**config.mk**
```make
export PLATFORM = sky130hd
export DESIGN_NAME = aidc_lite_ahb_arbiter
export DESIGN_NICKNAME = d
export VERILOG_FILES = /design/src/rtl/aidc_lite_ahb_arbiter.sv
export SDC_FILE = /design/constraint.sdc
export NUM_CORES = 1
export LEC_CHECK = 0
export BUFFER_PORTS_ARGS = -buffer_cell sky130_fd_sc_hd__buf_2
export CAP_MARGIN = 0
export CORE_MARGIN = 5
export CORE_UTILIZATION = 53
export DETAILED_ROUTE_END_ITERATION = 16
export GPL_TIMING_DRIVEN = 0
export PLACE_DENSITY = 0.75
export SYNTH_ARGS = -nofsm -noshare
export SYNTH_HDL_FRONTEND = slang
export SYNTH_SLANG_ARGS = --single-unit
```
**constraint.sdc**
```tcl
create_clock -name clk -period 2.6 [get_ports clk]
set_clock_uncertainty 0.05 [all_clocks]
set_input_delay 0.13 -clock clk [delete_from_list [all_inputs] [get_ports clk]]
set_output_delay 0.13 -clock clk [all_outputs]
set_load 0.05 [all_outputs]
```
**src/rtl/aidc_lite_ahb_arbiter.sv**
```systemverilog
// Round-robin AHB2 arbiter for the AIDC-Lite masters. Grants are frozen while a
// fixed-length burst runs on the muxed bus; master 0 is parked on after reset.
module aidc_lite_ahb_arbiter #(
    parameter int unsigned NUM_MST = 3,
    parameter int unsigned IDX_W   = $clog2(NUM_MST)
) (
    input  logic               clk,
    input  logic               rst_n,
    input  logic [NUM_MST-1:0] hbusreq_i,
    output logic [NUM_MST-1:0] hgrant_o,
    input  logic [1:0]         htrans_i,
    input  logic [2:0]         hburst_i,
    input  logic               hready_i,
    output logic [IDX_W-1:0]   hmaster_o,
    output logic [IDX_W-1:0]   hmaster_data_o,
    output logic               burst_active_o
);

    localparam logic [1:0] TransIdle   = 2'd0;
    localparam logic [1:0] TransBusy   = 2'd1;
    localparam logic [1:0] TransNonseq = 2'd2;
    localparam logic [1:0] TransSeq    = 2'd3;

    typedef enum logic {StOpen, StBurst} state_e;

    state_e             state_q, state_d;
    logic [3:0]         beats_q, beats_d;
    logic [IDX_W-1:0]   grant_idx_q;
    logic [IDX_W-1:0]   last_idx_q;
    logic [IDX_W-1:0]   next_idx;
    logic [IDX_W-1:0]   cand;
    logic               found;
    logic               rearb;
    logic [4:0]         burst_len;

    // INCR has no known length, so it is treated as a run of single beats.
    always_comb begin
        burst_len = 5'd1;
        case (hburst_i)
            3'd2, 3'd3: burst_len = 5'd4;
            3'd4, 3'd5: burst_len = 5'd8;
            3'd6, 3'd7: burst_len = 5'd16;
            default:    burst_len = 5'd1;
        endcase
    end

    // Round-robin scan starting just after the last winner; parks if nobody asks.
    always_comb begin
        next_idx = grant_idx_q;
        found    = 1'b0;
        cand     = '0;
        for (int unsigned k = 1; k <= NUM_MST; k++) begin
            cand = IDX_W'((32'(last_idx_q) + k) % NUM_MST);
            if (!found && hbusreq_i[cand]) begin
                next_idx = cand;
                found    = 1'b1;
            end
        end
    end

    always_comb begin
        state_d = state_q;
        beats_d = beats_q;
        rearb   = 1'b0;
        unique case (state_q)
            StOpen: begin
                if (htrans_i == TransNonseq && burst_len > 5'd1) begin
                    state_d = StBurst;
                    beats_d = 4'(burst_len - 5'd1);
                end else begin
                    rearb = 1'b1;
                end
            end
            StBurst: begin
                case (htrans_i)
                    TransSeq: begin
                        if (beats_q <= 4'd1) begin
                            state_d = StOpen;
                            beats_d = 4'd0;
                            rearb   = 1'b1;
                        end else begin
                            beats_d = beats_q - 4'd1;
                        end
                    end
                    TransBusy: beats_d = beats_q;
                    TransNonseq: begin
                        if (burst_len > 5'd1) begin
                            beats_d = 4'(burst_len - 5'd1);
                        end else begin
                            state_d = StOpen;
                            beats_d = 4'd0;
                            rearb   = 1'b1;
                        end
                    end
                    default: begin
                        state_d = StOpen;
                        beats_d = 4'd0;
                        rearb   = 1'b1;
                    end
                endcase
            end
            default: begin
                state_d = StOpen;
                beats_d = 4'd0;
            end
        endcase
    end

    always_ff @(posedge clk) begin
        if (!rst_n) begin
            state_q        <= StOpen;
            beats_q        <= 4'd0;
            grant_idx_q    <= '0;
            last_idx_q     <= '0;
            hgrant_o       <= {{(NUM_MST-1){1'b0}}, 1'b1};
            hmaster_o      <= '0;
            hmaster_data_o <= '0;
            burst_active_o <= 1'b0;
        end else if (hready_i) begin
            state_q        <= state_d;
            beats_q        <= beats_d;
            burst_active_o <= (state_d == StBurst);
            if (rearb) begin
                grant_idx_q <= next_idx;
                last_idx_q  <= next_idx;
                hgrant_o    <= {{(NUM_MST-1){1'b0}}, 1'b1} << next_idx;
            end
            // Address owner lags the grant by one hready edge; data owner lags address.
            hmaster_o      <= grant_idx_q;
            hmaster_data_o <= hmaster_o;
        end
    end

endmodule

```
Word level (Yosys, flattened, before mapping)
Cells that the tools add are included.
{ "totals": {"reg_bits": 14, "latch_bits": 0, "ram_bits": 0, "romBits": 0, "output_inout_bits": 8, "word_cells": 69, "n_memories": 0} }
{ "classes": {"add_sub_neg": 5, "multipliers": 0, "div_mod_pow": 3, "magnitude_cmp": 5, "eq_ne": 11, "shifts": 1, "mux": 27, "bitwise": 1, "reduce_logical": 10} }
{ "op_table": {"columns": ["cell", "n"], "rows": [
  ["$mod A32 B2 Y32 const B", 3],
  ["$pmux W5 S3", 1],
  ["$eq A3 B3 Y1 const B", 4],
  ["$mux W4", 3],
  ["$pmux W4 S3", 1],
  ["$mux W1", 11],
  ["$lt A2 B3 Y1 const B", 3],
  ["$pmux W4 S2", 1],
  ["$sub A4 B1 Y4 const B", 2],
  ["$add A2 B2 Y3 const B", 2],
  ["$bmux W1 S2", 3],
  ["$eq A3 B2 Y1 const B", 2],
  ["$mux W2", 3],
  ["$pmux W1 S3", 2],
  ["$reduce_or A2 Y1", 3],
  ["$gt A5 B1 Y1 const B", 1],
  ["$eq A2 B2 Y1 const B", 2],
  ["$le A4 B1 Y1 const B", 1],
  ["$ne A2 B2 Y1 const B", 2],
  ["$pmux W1 S2", 2],
  ["$add A2 B1 Y3 const B", 1],
  ["$logic_and A1 B1 Y1", 3],
  ["$reduce_and A3 Y1", 1],
  ["$shl A1 B2 Y3 const A", 1],
  ["4 further kinds", 5]
]} }

Longest topological paths before layout
Gate-level depths: netlist of the first run.
{ "depth": {"ltp_word": 12, "depth_mapped": 8, "mapped_depth_nobuf": 7} }

Least setup slack after synthesis of the first run
OpenSTA, ideal clock, no wires.
{ "synth_path": {"path_kind": "register -> register", "start": "register last_idx_q[0]", "end": "register hgrant_o[2]", "setup_ns": 0.116, "arrival_ns": 1.754, "setup_slack_ns": 0.679, "stages_incl_launch_ff": 8, "n_path_buf": 0, "period_less_slack_ns": 1.921, "cell_sequence": "dfxtp_1 > inv_1 > ha_1 > or2_0 > a32o_1 > a31oi_4 > a21oi_2 > a41o_1"} }
{ "synth_via": {"elab_chain_cells": 12} }
{ "synth_lines": {"columns": ["item", "line_no", "rtl"], "rows": [
  ["start: declaration", "29", "logic [IDX_W-1:0] last_idx_q;"],
  ["start signal: assignment", "125", "last_idx_q <= next_idx;"],
  ["$add A2 B1 Y3", "53", "cand = IDX_W'((32'(last_idx_q) + k) % NUM_MST);"],
  ["$mod A32 B2 Y32", "53", null],
  ["$bmux W1 S2", "54", "if (!found && hbusreq_i[cand]) begin"],
  ["$mux W1 (implied by the code)", "54", null],
  ["$mux W1", "54", null],
  ["$logic_not A1 Y1", "54", null],
  ["$logic_and A1 B1 Y1", "54", null],
  ["$mux W1", "54", null],
  ["$logic_not A1 Y1", "54", null],
  ["$logic_and A1 B1 Y1", "54", null],
  ["$mux W2 (*)", "54", null],
  ["$shl A1 B2 Y3 (*)", "126", "hgrant_o <= {{(NUM_MST-1){1'b0}}, 1'b1} << next_idx;"],
  ["end signal: assignment", "115", "hgrant_o <= {{(NUM_MST-1){1'b0}}, 1'b1};"],
  ["end signal: assignment", "126", null],
  ["end: declaration", "10", "output logic [NUM_MST-1:0] hgrant_o,"]
]} }
Every way passes the cells marked *; elsewhere a longest branch is shown, timed or not. The select of a mux whose other input is x is not followed.
A chain may end at the register's enable or synchronous reset.

Worst setup path in the final report of the first run
Ends and elaborated chain as after synthesis.

==> impl_metrics.xml, run 1 <==
<?xml version="1.0" encoding="UTF-8"?>
<metrics>
  <group name="global_route">
    <metric name="global_route.peak_usage_layer" unit="">met2</metric>
    <metric name="wire_length_of_the_first_global_routing_pass" unit="mm">3.56</metric>
    <metric name="globalRoute.totalOverflow" unit="">0</metric>
    <metric name="grtUsageMet2" unit="%">25.4</metric>
    <metric name="met1_usage" unit="%">23.0</metric>
    <metric name="groute.layer.met3.usage" unit="%">3.66</metric>
    <metric name="track_usage" unit="%">17.1</metric>
    <metric name="grt_antenna_before_repair" unit="">0</metric>
    <metric name="first_global_vias" unit="">830</metric>
    <metric name="pin_count_of_the_biggest_net_entering_global_routing" unit="">11</metric>
  </group>
  <group name="die">
    <metric name="die_w" unit="µm">53.0</metric>
    <metric name="num_io_pins" unit="">19</metric>
    <metric name="row_count" unit="">15</metric>
    <metric name="floorplan.initialDensity" unit="%">56.2</metric>
    <metric name="fp.dieH" unit="µm">53.0</metric>
    <metric name="core_area" unit="µm²">1750</metric>
    <metric name="floorplan.die_area" unit="µm²">2810</metric>
  </group>
  <group name="sta">
    <metric name="finalCritPeriodShare" unit="%">80.9</metric>
    <metric name="timing.max_slew.rel_slack" unit="%">71.1</metric>
    <metric name="report.final.setup_viol" unit="">0</metric>
    <metric name="unrepaired_setup_endpoints_after_global_routing" unit="">false</metric>
    <metric name="max_slew.worst_pin.slew" unit="ns">0.433</metric>
    <metric name="timing.final.ws_setup" unit="ns">0.496</metric>
    <metric name="final.min_clock_period" unit="ns">2.10</metric>
    <metric name="max_slew_violations" unit="">0</metric>
    <metric name="hold-worst-slack" unit="ns">0.110</metric>
    <metric name="hold_viol" unit="">0</metric>
    <metric name="fin_setup_tns" unit="ns">0</metric>
    <metric name="max_freq" unit="MHz">475</metric>
  </group>
  <group name="cts">
    <metric name="cts_setup_buffers" unit="">0</metric>
    <metric name="clock_tree.buffer_depth" unit="">2</metric>
    <metric name="clock_transition_at_the_registers_of_the_reported_paths" unit="ns">0.08</metric>
    <metric name="cts_max_level" unit="">1</metric>
    <metric name="post_cts_resize_count" unit="">0</metric>
    <metric name="clock_buffer_count_from_cts" unit="">3</metric>
    <metric name="clock_insertion_delay_worst_skew" unit="ns">0.28</metric>
    <metric name="cts_tree" unit="">built</metric>
    <metric name="cts_root_buffer" unit="">sky130_fd_sc_hd__clkbuf_4</metric>
    <metric name="cts.sinks" unit="">14</metric>
    <metric name="post_cts_hold_buffer_count" unit="">0</metric>
  </group>
  <group name="logic_synthesis">
    <metric name="count_of_different_cell_masters_after_synthesis" unit="">44</metric>
    <metric name="synth_edf_count" unit="">0</metric>
    <metric name="synth.yosys.warnings" unit="">0</metric>
    <metric name="dominant_cells_by_area_after_synthesis" unit="">sky130_fd_sc_hd__dfxtp_1 (29%), sky130_fd_sc_hd__mux2i_1 (7.1%), sky130_fd_sc_hd__ha_1 (5.1%), sky130_fd_sc_hd__o21ai_0 (5.1%), sky130_fd_sc_hd__inv_1 (3.4%)</metric>
    <metric name="post-synth-top-count-cell" unit="">sky130_fd_sc_hd__dfxtp_1</metric>
    <metric name="synth.largest_area_cell" unit="">sky130_fd_sc_hd__dfxtp_1</metric>
    <metric name="dominantRegCellSynth" unit="">sky130_fd_sc_hd__dfxtp_1</metric>
    <metric name="number_of_instances_in_the_synthesized_netlist" unit="">116</metric>
    <metric name="mapped_avg_cell_area" unit="µm²">8.46</metric>
    <metric name="yosys.area.top_type_share" unit="%">28.6</metric>
    <metric name="synthesized_nets" unit="">131</metric>
    <metric name="synth.cells.most_frequent" unit="">sky130_fd_sc_hd__dfxtp_1 (14), sky130_fd_sc_hd__o21ai_0 (10), sky130_fd_sc_hd__inv_1 (9), sky130_fd_sc_hd__nand2_1 (9), sky130_fd_sc_hd__mux2i_1 (7)</metric>
    <metric name="ys_async_sr_fraction" unit="%">0</metric>
    <metric name="synth.yosys.seq_area_share" unit="%">28.6</metric>
    <metric name="area_of_the_mapped_netlist" unit="µm²">981</metric>
    <metric name="yosys_register_bits" unit="">14</metric>
  </group>
  <group name="final_layout">
    <metric name="layout.filler_cells" unit="">144</metric>
    <metric name="antenna_cells" unit="">0</metric>
    <metric name="final_layout_size_suffix_gt1_share" unit="%">23.1</metric>
    <metric name="final_net_count" unit="">150</metric>
    <metric name="areaGrowthSynthToFinish" unit="%">14.0</metric>
    <metric name="post_layout_nonfiller_instances" unit="">159</metric>
  </group>
  <group name="setup_path">
    <metric name="r2r_slack" unit="ns">0.50</metric>
    <metric name="crit_path_start_kind" unit="">register</metric>
    <metric name="arrival" unit="ns">2.28</metric>
    <metric name="worst_ep_required_time" unit="ns">2.78</metric>
    <metric name="slowest_stage" unit="">sky130_fd_sc_hd__ha_1</metric>
    <metric name="rr_worst_depth" unit="">7</metric>
    <metric name="largest_driver_fanout_on_the_critical_path" unit="">7</metric>
    <metric name="rr_startpoint" unit="">last_idx_q[0]</metric>
    <metric name="end_of_the_worst_register_to_register_path" unit="">hgrant_o[2]</metric>
    <metric name="criticalPathCategory" unit="">register to register</metric>
    <metric name="setup.worst_path.end_class" unit="">register</metric>
    <metric name="cp_slowest_stage_delay" unit="ns">0.41</metric>
    <metric name="path_cells" unit="">inv_1 -&gt; ha_1 -&gt; nand2b_1 -&gt; a221o_1 -&gt; a21o_1 -&gt; a21oi_2 -&gt; a41o_1</metric>
  </group>
  <group name="min_path">
    <metric name="timing.hold.worst.start" unit="">rst_n</metric>
    <metric name="worstHoldPathCells" unit="">2</metric>
    <metric name="worst_hold_path_type" unit="">primary input to register</metric>
    <metric name="worstHoldEndpoint" unit="">beats_q[2]</metric>
  </group>
  <group name="power">
    <metric name="p_comb_share" unit="%">35.7</metric>
    <metric name="p_int" unit="mW">0.405</metric>
    <metric name="p_leak" unit="nW">0.486</metric>
    <metric name="total_power_density_per_cell_area" unit="nW/µm²">558</metric>
    <metric name="peakVddDrop" unit="V">0.000421</metric>
    <metric name="seqPwrFrac" unit="%">38.9</metric>
    <metric name="netSwitchingFraction" unit="%">35.1</metric>
    <metric name="p_clk_share" unit="%">25.4</metric>
    <metric name="net-switching-power" unit="mW">0.219</metric>
  </group>
  <group name="route">
    <metric name="dr_total_vias" unit="">885</metric>
    <metric name="drt-initial-drc-count" unit="">1</metric>
    <metric name="detail-route-antenna-nets" unit="">0</metric>
    <metric name="totalWireLength" unit="mm">1.96</metric>
    <metric name="drcViolationCount" unit="">0</metric>
    <metric name="post_drt_wl_per_cell" unit="µm">12.3</metric>
    <metric name="vias_per_std_cell" unit="">5.57</metric>
    <metric name="drt_pre_antenna_iters" unit="">5</metric>
  </group>
  <group name="placement">
    <metric name="detailedPlacementHpwl" unit="mm">1.53</metric>
    <metric name="dpl.cell_count" unit="">155</metric>
    <metric name="placement.setup.worst_slack" unit="ns">0.506</metric>
    <metric name="gp_congestion" unit="">0.903</metric>
    <metric name="io_buffers" unit="">14</metric>
  </group>
  <group name="outcome">
    <metric name="status" unit="">completed</metric>
  </group>
  <group name="run">
    <metric name="maxCapViolCount" unit="">0</metric>
  </group>
</metrics>
==> power groups by stage <==
stage          Sequential [mW]  Clock, mW  Combinational (mW)
4_1_cts                  0.242      0.159               0.223
3_5_place_dp             0.247          0               0.222
6_report                 0.242      0.159               0.223
5_1_grt                  0.245      0.173               0.247
2_1_floorplan            0.275          0               0.151
3_3_place_gp             0.246          0               0.218
==> layout make-up <==
cell class | count | area [µm²] | share of cell area (%)
clock buffer | 4 | 36.3 | 3.24
tap | 25 | 31.3 | 2.80
sequential | 14 | 280 | 25.1
buffer | 5 | 35.0 | 3.13
inverter | 10 | 37.5 | 3.36
timing repair buffer | 14 | 70.1 | 6.26
multi-input combinational | 87 | 628 | 56.2
==> cells by family after synthesis <==
logic type               synth area share, %
flip-flops                              28.6
buffers and inverters                   7.40
adder cells (fa/ha/maj)                 5.10
AND/OR/NAND/NOR                         17.7
AO/OA/AOI/OAI                           32.9
multiplexers                            8.29
==> sequential cells by signal (all words and copies together), names as in the netlist <==
| name | cells |
|---|---|
| hmaster_o | 2 |
| beats_q | 4 |
| last_idx_q | 2 |
| hmaster_data_o | 2 |
| state_q | 1 |
| hgrant_o | 3 |
==> per-layer routing <==
metal | wire (µm) | vias up
li1 | - | 458
met1 | 964 | 408
met4 | 29 | 0
met5 | 0 | -
met2 | 909 | 15
met3 | 57 | 4
==> worst max-delay path: cells and delay by family (launching register included) <==
kind            cells  cell delay [ns]
compound gates      4             0.89
simple gates        1             0.21
buf+inv             1             0.11
fa+ha+maj           1             0.41
flops               1             0.40
==> stage by stage <==
stage | area (µm²) | utilization, % | power [mW]
floorplan | 981 | - | 0.425
global placement | 1080 | 62.0 | 0.464
detailed placement | 1080 | 62.0 | 0.469
CTS | 1120 | 64.1 | 0.625
global route | 1120 | 64.1 | 0.665
finish | 1120 | 64.1 | 0.624
==> worst max-delay path by stage <==
stage	startpoint	endpoint	cells past startpoint
finish	last_idx_q[0]	hgrant_o[2]	7
global route	last_idx_q[0]	hgrant_o[2]	7
CTS	last_idx_q[0]	hgrant_o[2]	7
detailed placement	last_idx_q[0]	hgrant_o[1]	7
global placement	last_idx_q[0]	hgrant_o[1]	7
floorplan	last_idx_q[0]	hgrant_o[2]	7
==> placed cells by master (no fill, tap or decap), types with 2 or more instances in the layout <==
cell type / count
sky130_fd_sc_hd__buf_2: 15
sky130_fd_sc_hd__dfxtp_1: 14
sky130_fd_sc_hd__clkbuf_1: 2
sky130_fd_sc_hd__o211ai_1: 2
sky130_fd_sc_hd__nand2_1: 9
sky130_fd_sc_hd__a21boi_0: 2
sky130_fd_sc_hd__ha_1: 4
sky130_fd_sc_hd__clkbuf_4: 3
sky130_fd_sc_hd__nand2b_1: 2
sky130_fd_sc_hd__nor2b_1: 5
sky130_fd_sc_hd__nor3_1: 3
sky130_fd_sc_hd__nand3_1: 3
sky130_fd_sc_hd__a22oi_1: 2
sky130_fd_sc_hd__inv_1: 9
sky130_fd_sc_hd__a211oi_1: 2
sky130_fd_sc_hd__mux2i_1: 7
sky130_fd_sc_hd__nor2_1: 5
sky130_fd_sc_hd__a21oi_1: 4
sky130_fd_sc_hd__o21a_1: 3
sky130_fd_sc_hd__buf_6: 2
sky130_fd_sc_hd__a21o_1: 2
sky130_fd_sc_hd__o21ai_0: 10
(Power assumes the default switching activity.)
==> run 2: changes to the inputs <==
CORE_UTILIZATION = 48   (was 53)
PLACE_DENSITY = 0.72   (was 0.75)
clock period = 1.9 ns   (was 2.6 ns; I/O delays follow)
==> impl_metrics.xml, run 2 (synthesis results as in run 1) <==
<?xml version="1.0" encoding="UTF-8"?>
<metrics>
  <group name="setup_path">
    <metric name="worst_ep_required_time" unit="ns">2.02</metric>
    <metric name="arrival" unit="ns">1.99</metric>
    <metric name="rr_worst_depth" unit="">7</metric>
    <metric name="r2r_slack" unit="ns">0.03</metric>
    <metric name="path_cells" unit="">buf_4 -&gt; ha_4 -&gt; mux2_2 -&gt; a32o_1 -&gt; a31oi_4 -&gt; a21oi_4 -&gt; a41o_1</metric>
    <metric name="cp_slowest_stage_delay" unit="ns">0.37</metric>
    <metric name="criticalPathCategory" unit="">register to register</metric>
    <metric name="path_buf_inv" unit="">1</metric>
    <metric name="end_of_the_worst_register_to_register_path" unit="">hgrant_o[2]</metric>
    <metric name="setup.worst_path.end_class" unit="">register</metric>
    <metric name="largest_driver_fanout_on_the_critical_path" unit="">6</metric>
    <metric name="slowest_stage" unit="">sky130_fd_sc_hd__dfxtp_4</metric>
    <metric name="cp_top_family" unit="">compound AO/OA/AOI/OAI gates</metric>
    <metric name="rr_startpoint" unit="">last_idx_q[0]</metric>
    <metric name="crit_path_start_kind" unit="">register</metric>
  </group>
  <group name="sta">
    <metric name="report.final.setup_viol" unit="">0</metric>
    <metric name="fin_setup_tns" unit="ns">0</metric>
    <metric name="max_freq" unit="MHz">535</metric>
    <metric name="finalCritPeriodShare" unit="%">98.3</metric>
    <metric name="final.min_clock_period" unit="ns">1.87</metric>
    <metric name="hold_viol" unit="">0</metric>
    <metric name="hold-worst-slack" unit="ns">0.0859</metric>
    <metric name="max_slew_violations" unit="">0</metric>
    <metric name="timing.final.ws_setup" unit="ns">0.0315</metric>
    <metric name="max_slew.worst_pin.slew" unit="ns">0.431</metric>
    <metric name="timing.max_slew.rel_slack" unit="%">71.1</metric>
  </group>
  <group name="global_route">
    <metric name="track_usage" unit="%">13.6</metric>
    <metric name="pin_count_of_the_biggest_net_entering_global_routing" unit="">11</metric>
    <metric name="grt_antenna_before_repair" unit="">0</metric>
    <metric name="globalRoute.totalOverflow" unit="">0</metric>
    <metric name="wire_length_of_the_first_global_routing_pass" unit="mm">3.56</metric>
    <metric name="first_global_vias" unit="">853</metric>
  </group>
  <group name="die">
    <metric name="floorplan.initialDensity" unit="%">50.0</metric>
    <metric name="core_area" unit="µm²">1960</metric>
    <metric name="fp.dieH" unit="µm">55.2</metric>
    <metric name="num_io_pins" unit="">19</metric>
    <metric name="row_count" unit="">16</metric>
    <metric name="die_w" unit="µm">55.2</metric>
    <metric name="floorplan.die_area" unit="µm²">3050</metric>
  </group>
  <group name="placement">
    <metric name="dpl.cell_count" unit="">157</metric>
    <metric name="gp_congestion" unit="">0.762</metric>
    <metric name="io_buffers" unit="">14</metric>
    <metric name="dpl-instance-area" unit="µm²">1100</metric>
    <metric name="placement.setup.worst_slack" unit="ns">-0.0853</metric>
    <metric name="detailedPlacementHpwl" unit="mm">1.59</metric>
  </group>
  <group name="route">
    <metric name="drt_pre_antenna_iters" unit="">4</metric>
    <metric name="vias_per_std_cell" unit="">5.48</metric>
    <metric name="drt-initial-drc-count" unit="">17</metric>
    <metric name="detail-route-antenna-nets" unit="">0</metric>
    <metric name="post_drt_wl_per_cell" unit="µm">13.2</metric>
    <metric name="dr_total_vias" unit="">894</metric>
    <metric name="drcViolationCount" unit="">0</metric>
    <metric name="totalWireLength" unit="mm">2.15</metric>
  </group>
  <group name="power">
    <metric name="seqPwrFrac" unit="%">37.3</metric>
    <metric name="p_clk_share" unit="%">24.0</metric>
    <metric name="total_power_density_per_cell_area" unit="nW/µm²">752</metric>
    <metric name="netSwitchingFraction" unit="%">35.1</metric>
    <metric name="p_comb_share" unit="%">38.7</metric>
    <metric name="p_int" unit="mW">0.581</metric>
    <metric name="power" unit="mW">0.895</metric>
    <metric name="peakVddDrop" unit="V">0.000668</metric>
    <metric name="p_leak" unit="nW">0.507</metric>
    <metric name="net-switching-power" unit="mW">0.315</metric>
  </group>
  <group name="final_layout">
    <metric name="post-route-cell-area" unit="µm²">1190</metric>
    <metric name="largest_register_ff_count" unit="">4</metric>
    <metric name="sequential_cell_area" unit="µm²">287</metric>
    <metric name="max_flop_register" unit="">beats_q</metric>
    <metric name="multi_input_comb_area" unit="µm²">679</metric>
    <metric name="antenna_cells" unit="">0</metric>
    <metric name="layout.filler_cells" unit="">202</metric>
    <metric name="areaGrowthSynthToFinish" unit="%">21.3</metric>
    <metric name="post_layout_nonfiller_instances" unit="">163</metric>
    <metric name="final_util" unit="%">60.7</metric>
    <metric name="mostFrequentLayoutCells" unit="">sky130_fd_sc_hd__buf_2 (15), sky130_fd_sc_hd__dfxtp_1 (11), sky130_fd_sc_hd__nand2_1 (9), sky130_fd_sc_hd__o21ai_0 (8)</metric>
    <metric name="final_net_count" unit="">152</metric>
    <metric name="biggestRegsByFlops" unit="">beats_q (4), hgrant_o (3)</metric>
    <metric name="final_layout_size_suffix_gt1_share" unit="%">32.4</metric>
    <metric name="layout_commonest_cell" unit="">sky130_fd_sc_hd__buf_2</metric>
  </group>
  <group name="min_path">
    <metric name="timing.hold.worst.start" unit="">rst_n</metric>
    <metric name="worst_hold_path_type" unit="">primary input to register</metric>
    <metric name="worstHoldPathCells" unit="">3</metric>
    <metric name="worstHoldEndpoint" unit="">hgrant_o[0]</metric>
  </group>
  <group name="cts">
    <metric name="cts_root_buffer" unit="">sky130_fd_sc_hd__clkbuf_4</metric>
    <metric name="cts_tree" unit="">built</metric>
    <metric name="clock_insertion_delay_worst_skew" unit="ns">0.27</metric>
    <metric name="post_cts_hold_buffer_count" unit="">0</metric>
    <metric name="clock_tree.buffer_depth" unit="">2</metric>
    <metric name="cts_max_level" unit="">1</metric>
    <metric name="clock_transition_at_the_registers_of_the_reported_paths" unit="ns">0.09</metric>
    <metric name="cts.sinks" unit="">14</metric>
    <metric name="clock_buffer_count_from_cts" unit="">3</metric>
  </group>
  <group name="outcome">
    <metric name="status" unit="">completed</metric>
  </group>
  <group name="run">
    <metric name="maxCapViolCount" unit="">0</metric>
  </group>
</metrics>
[run 2: cell count changes in the layout (fill, tap and decap cells not counted), moves of 2 or more]
cell,delta
sky130_fd_sc_hd__ha_1,-4
sky130_fd_sc_hd__buf_4,+3
sky130_fd_sc_hd__dfxtp_1,-3
sky130_fd_sc_hd__dfxtp_2,+2
sky130_fd_sc_hd__ha_2,+2
sky130_fd_sc_hd__ha_4,+2
sky130_fd_sc_hd__inv_1,-2
sky130_fd_sc_hd__inv_2,+2
sky130_fd_sc_hd__o21ai_0,-2
sky130_fd_sc_hd__o21ai_1,+2
[run 2: area by class of cell]
| class | count | area share, % |
|---|---|---|
| Buffer | 4 | 2.00 |
| Sequential cell | 14 | 24.1 |
| Timing Repair Buffer | 17 | 7.78 |
| Multi-Input combinational cell | 87 | 57.1 |
| Tap cell | 27 | 2.84 |
| Clock buffer | 4 | 3.05 |
| Inverter | 10 | 3.15 |
[run 2: worst max path at each step]
stage / from / end / slack, ns / cells past startpoint
floorplan: beats_q[0] / hgrant_o[2] / 0.04 / 7
global placement: last_idx_q[1] / hgrant_o[2] / -0.08 / 7
detailed placement: last_idx_q[1] / hgrant_o[2] / -0.09 / 7
CTS: last_idx_q[1] / hgrant_o[2] / 0.0005 / 7
global route: last_idx_q[0] / hgrant_o[2] / -0.006 / 7
finish: last_idx_q[0] / hgrant_o[2] / 0.03 / 7
[run 2: layer usage]
metal	vias to the layer above	share of wire, %	track usage (%)
met5	-	0	0
met4	0	0.74	3.13
met3	2	3.6	3.03
met2	22	48	23.1
met1	401	48	17.4
li1	469	-	-
[run 2: timing repair]
item | in CTS | in global routing
endpoints found under the setup margin | 5 | 4
pin swaps | 1 | 3
setup buffers | 1 | 2
resized for setup | 10 | 5
[run 2: power groups by stage]
stage          clock network, mW  logic (mW)  registers, mW
3_3_place_gp                   0       0.307          0.338
4_1_cts                    0.227       0.333          0.335
2_1_floorplan                  0       0.215          0.376
3_5_place_dp                   0       0.314          0.339
6_report                   0.215       0.346          0.334
5_1_grt                    0.241       0.374          0.337
[run 2: worst register-to-register path, stage by stage (launching register included)]
cell and delay, ns:
sky130_fd_sc_hd__dfxtp_4 0.37, sky130_fd_sc_hd__buf_4 0.12, sky130_fd_sc_hd__ha_4 0.16, sky130_fd_sc_hd__mux2_2 0.33, sky130_fd_sc_hd__a32o_1 0.23, sky130_fd_sc_hd__a31oi_4 0.17, sky130_fd_sc_hd__a21oi_4 0.09, sky130_fd_sc_hd__a41o_1 0.25
==> run 3: changes to the inputs <==
CORE_MARGIN = 3   (was 5)
CORE_UTILIZATION = 51   (was 48)
CTS_BUF_LIST = sky130_fd_sc_hd__clkbuf_4   (was unset)
PLACE_DENSITY = 0.75   (was 0.72)
==> impl_metrics.xml, run 3 (synthesis results as in run 1) <==
<?xml version="1.0" encoding="UTF-8"?>
<metrics>
  <group name="outcome">
    <metric name="status" unit="">completed</metric>
  </group>
  <group name="sta">
    <metric name="max_freq" unit="MHz">546</metric>
    <metric name="max_slew_violations" unit="">0</metric>
    <metric name="hold_viol" unit="">0</metric>
    <metric name="report.final.setup_viol" unit="">0</metric>
    <metric name="timing.final.ws_setup" unit="ns">0.0679</metric>
    <metric name="final.min_clock_period" unit="ns">1.83</metric>
    <metric name="unrepaired_setup_endpoints_after_global_routing" unit="">false</metric>
    <metric name="timing.max_slew.rel_slack" unit="%">71.0</metric>
    <metric name="max_slew.worst_pin.slew" unit="ns">0.435</metric>
    <metric name="hold-worst-slack" unit="ns">0.0716</metric>
    <metric name="finalCritPeriodShare" unit="%">96.4</metric>
  </group>
  <group name="final_layout">
    <metric name="final_net_count" unit="">152</metric>
    <metric name="biggestRegsByFlops" unit="">beats_q (4), hgrant_o (3)</metric>
    <metric name="layout_commonest_cell" unit="">sky130_fd_sc_hd__buf_2</metric>
    <metric name="post_layout_nonfiller_instances" unit="">161</metric>
    <metric name="largest_register_ff_count" unit="">4</metric>
    <metric name="final_layout_size_suffix_gt1_share" unit="%">33.8</metric>
    <metric name="antenna_cells" unit="">0</metric>
    <metric name="areaGrowthSynthToFinish" unit="%">21.7</metric>
    <metric name="max_flop_register" unit="">beats_q</metric>
    <metric name="layout.filler_cells" unit="">157</metric>
    <metric name="mostFrequentLayoutCells" unit="">sky130_fd_sc_hd__buf_2 (15), sky130_fd_sc_hd__dfxtp_1 (10), sky130_fd_sc_hd__nand2_1 (9), sky130_fd_sc_hd__o21ai_0 (8), sky130_fd_sc_hd__mux2i_1 (7)</metric>
  </group>
  <group name="cts">
    <metric name="cts_tree" unit="">built</metric>
    <metric name="clock_insertion_delay_worst_skew" unit="ns">0.29</metric>
    <metric name="cts_max_level" unit="">1</metric>
    <metric name="cts.sinks" unit="">14</metric>
    <metric name="clock_buffer_count_from_cts" unit="">3</metric>
    <metric name="clock_transition_at_the_registers_of_the_reported_paths" unit="ns">0.09</metric>
    <metric name="cts_root_buffer" unit="">sky130_fd_sc_hd__clkbuf_4</metric>
    <metric name="clock_tree.buffer_depth" unit="">2</metric>
  </group>
  <group name="global_route">
    <metric name="wire_length_of_the_first_global_routing_pass" unit="mm">3.64</metric>
    <metric name="pin_count_of_the_biggest_net_entering_global_routing" unit="">11</metric>
    <metric name="first_global_vias" unit="">870</metric>
    <metric name="track_usage" unit="%">18.8</metric>
    <metric name="globalRoute.totalOverflow" unit="">0</metric>
    <metric name="grt_antenna_before_repair" unit="">0</metric>
  </group>
  <group name="placement">
    <metric name="gp_congestion" unit="">0.869</metric>
    <metric name="placement.setup.worst_slack" unit="ns">-0.0998</metric>
    <metric name="dpl.cell_count" unit="">155</metric>
    <metric name="detailedPlacementHpwl" unit="mm">1.59</metric>
    <metric name="io_buffers" unit="">14</metric>
  </group>
  <group name="setup_path">
    <metric name="worst_ep_required_time" unit="ns">2.03</metric>
    <metric name="arrival" unit="ns">1.96</metric>
    <metric name="setup.worst_path.end_class" unit="">register</metric>
    <metric name="criticalPathCategory" unit="">register to register</metric>
    <metric name="r2r_slack" unit="ns">0.07</metric>
    <metric name="largest_driver_fanout_on_the_critical_path" unit="">7</metric>
    <metric name="crit_path_start_kind" unit="">register</metric>
  </group>
  <group name="power">
    <metric name="net-switching-power" unit="mW">0.318</metric>
    <metric name="p_leak" unit="nW">0.510</metric>
    <metric name="peakVddDrop" unit="V">0.000537</metric>
    <metric name="netSwitchingFraction" unit="%">36.8</metric>
    <metric name="total_power_density_per_cell_area" unit="nW/µm²">723</metric>
    <metric name="power" unit="mW">0.863</metric>
    <metric name="seqPwrFrac" unit="%">38.8</metric>
    <metric name="p_int" unit="mW">0.545</metric>
    <metric name="p_clk_share" unit="%">20.6</metric>
    <metric name="p_comb_share" unit="%">40.6</metric>
  </group>
  <group name="die">
    <metric name="floorplan.die_area" unit="µm²">2490</metric>
    <metric name="num_io_pins" unit="">19</metric>
    <metric name="fp.dieH" unit="µm">49.9</metric>
    <metric name="die_w" unit="µm">49.9</metric>
    <metric name="core_area" unit="µm²">1760</metric>
    <metric name="row_count" unit="">15</metric>
    <metric name="floorplan.initialDensity" unit="%">55.6</metric>
  </group>
  <group name="run">
    <metric name="maxCapViolCount" unit="">0</metric>
  </group>
  <group name="route">
    <metric name="drt_pre_antenna_iters" unit="">4</metric>
    <metric name="drcViolationCount" unit="">0</metric>
    <metric name="vias_per_std_cell" unit="">5.75</metric>
    <metric name="drt-initial-drc-count" unit="">8</metric>
    <metric name="detail-route-antenna-nets" unit="">0</metric>
    <metric name="dr_total_vias" unit="">925</metric>
    <metric name="totalWireLength" unit="mm">2.09</metric>
    <metric name="post_drt_wl_per_cell" unit="µm">13.0</metric>
  </group>
  <group name="min_path">
    <metric name="worst_hold_path_type" unit="">primary input to register</metric>
  </group>
</metrics>
[run 3: layout make-up]
class / instances / area (µm²) / area share (%)
multi-input cells: 87 / 691 / 57.9
flip-flops and latches: 14 / 288 / 24.1
repair buffers: 16 / 85.1 / 7.13
inverters: 10 / 37.5 / 3.14
plain buffers: 5 / 35.0 / 2.94
well taps: 25 / 31.3 / 2.62
clock buffers: 3 / 22.5 / 1.89
clock inverters: 1 / 3.75 / 0.314
[run 3: what timing repair did]
action	4_1_cts	5_1_grt
pin swaps	0	2
resized for setup	10	9
hold buffers	0	0
endpoints found under the setup margin	5	4
setup buffers	1	1
endpoints found under the hold margin	0	0
[run 3: path summary, 6_finish.rpt]
path | startpoint | endpoint | cells after the start
max | last_idx_q[0] | hgrant_o[2] | 7
min | rst_n | beats_q[2] | 2
max reg2reg | last_idx_q[0] | hgrant_o[2] | 7
min reg2reg | hgrant_o[1] | hgrant_o[1] | 2
[run 3: power groups by stage]
stage | Clock, mW | Sequential (mW) | Combinational, mW
after detailed placement | 0 | 0.339 | 0.317
final | 0.178 | 0.335 | 0.351
after CTS | 0.184 | 0.335 | 0.335
after floorplan | 0 | 0.376 | 0.215
after global placement | 0 | 0.338 | 0.308
after global routing | 0.197 | 0.338 | 0.384
[run 3: layer usage]
layer	GRT usage, %	share of wire [%]
met1	23.4	47
met2	30.6	48
met3	3.32	4.0
met4	10.1	1.1
met5	0	0
[run 3: worst max-delay path, stage by stage (launching register included)]
cell and delay (ns):
sky130_fd_sc_hd__dfxtp_4 0.37, sky130_fd_sc_hd__inv_2 0.06, sky130_fd_sc_hd__ha_4 0.27, sky130_fd_sc_hd__or2_0 0.20, sky130_fd_sc_hd__a32o_2 0.28, sky130_fd_sc_hd__a31oi_4 0.16, sky130_fd_sc_hd__a21oi_4 0.09, sky130_fd_sc_hd__a41o_1 0.25
[run 3: stage by stage]
| step | util [%] | TNS [ns] | area [µm²] |
|---|---|---|---|
| global route | 67.7 | 0 | 1190 |
| CTS | 65.6 | 0 | 1160 |
| floorplan | - | 0 | 993 |
| detailed placement | 62.1 | -0.388 | 1090 |
| finish | 67.7 | 0 | 1190 |
| global placement | 62.1 | -0.292 | 1090 |
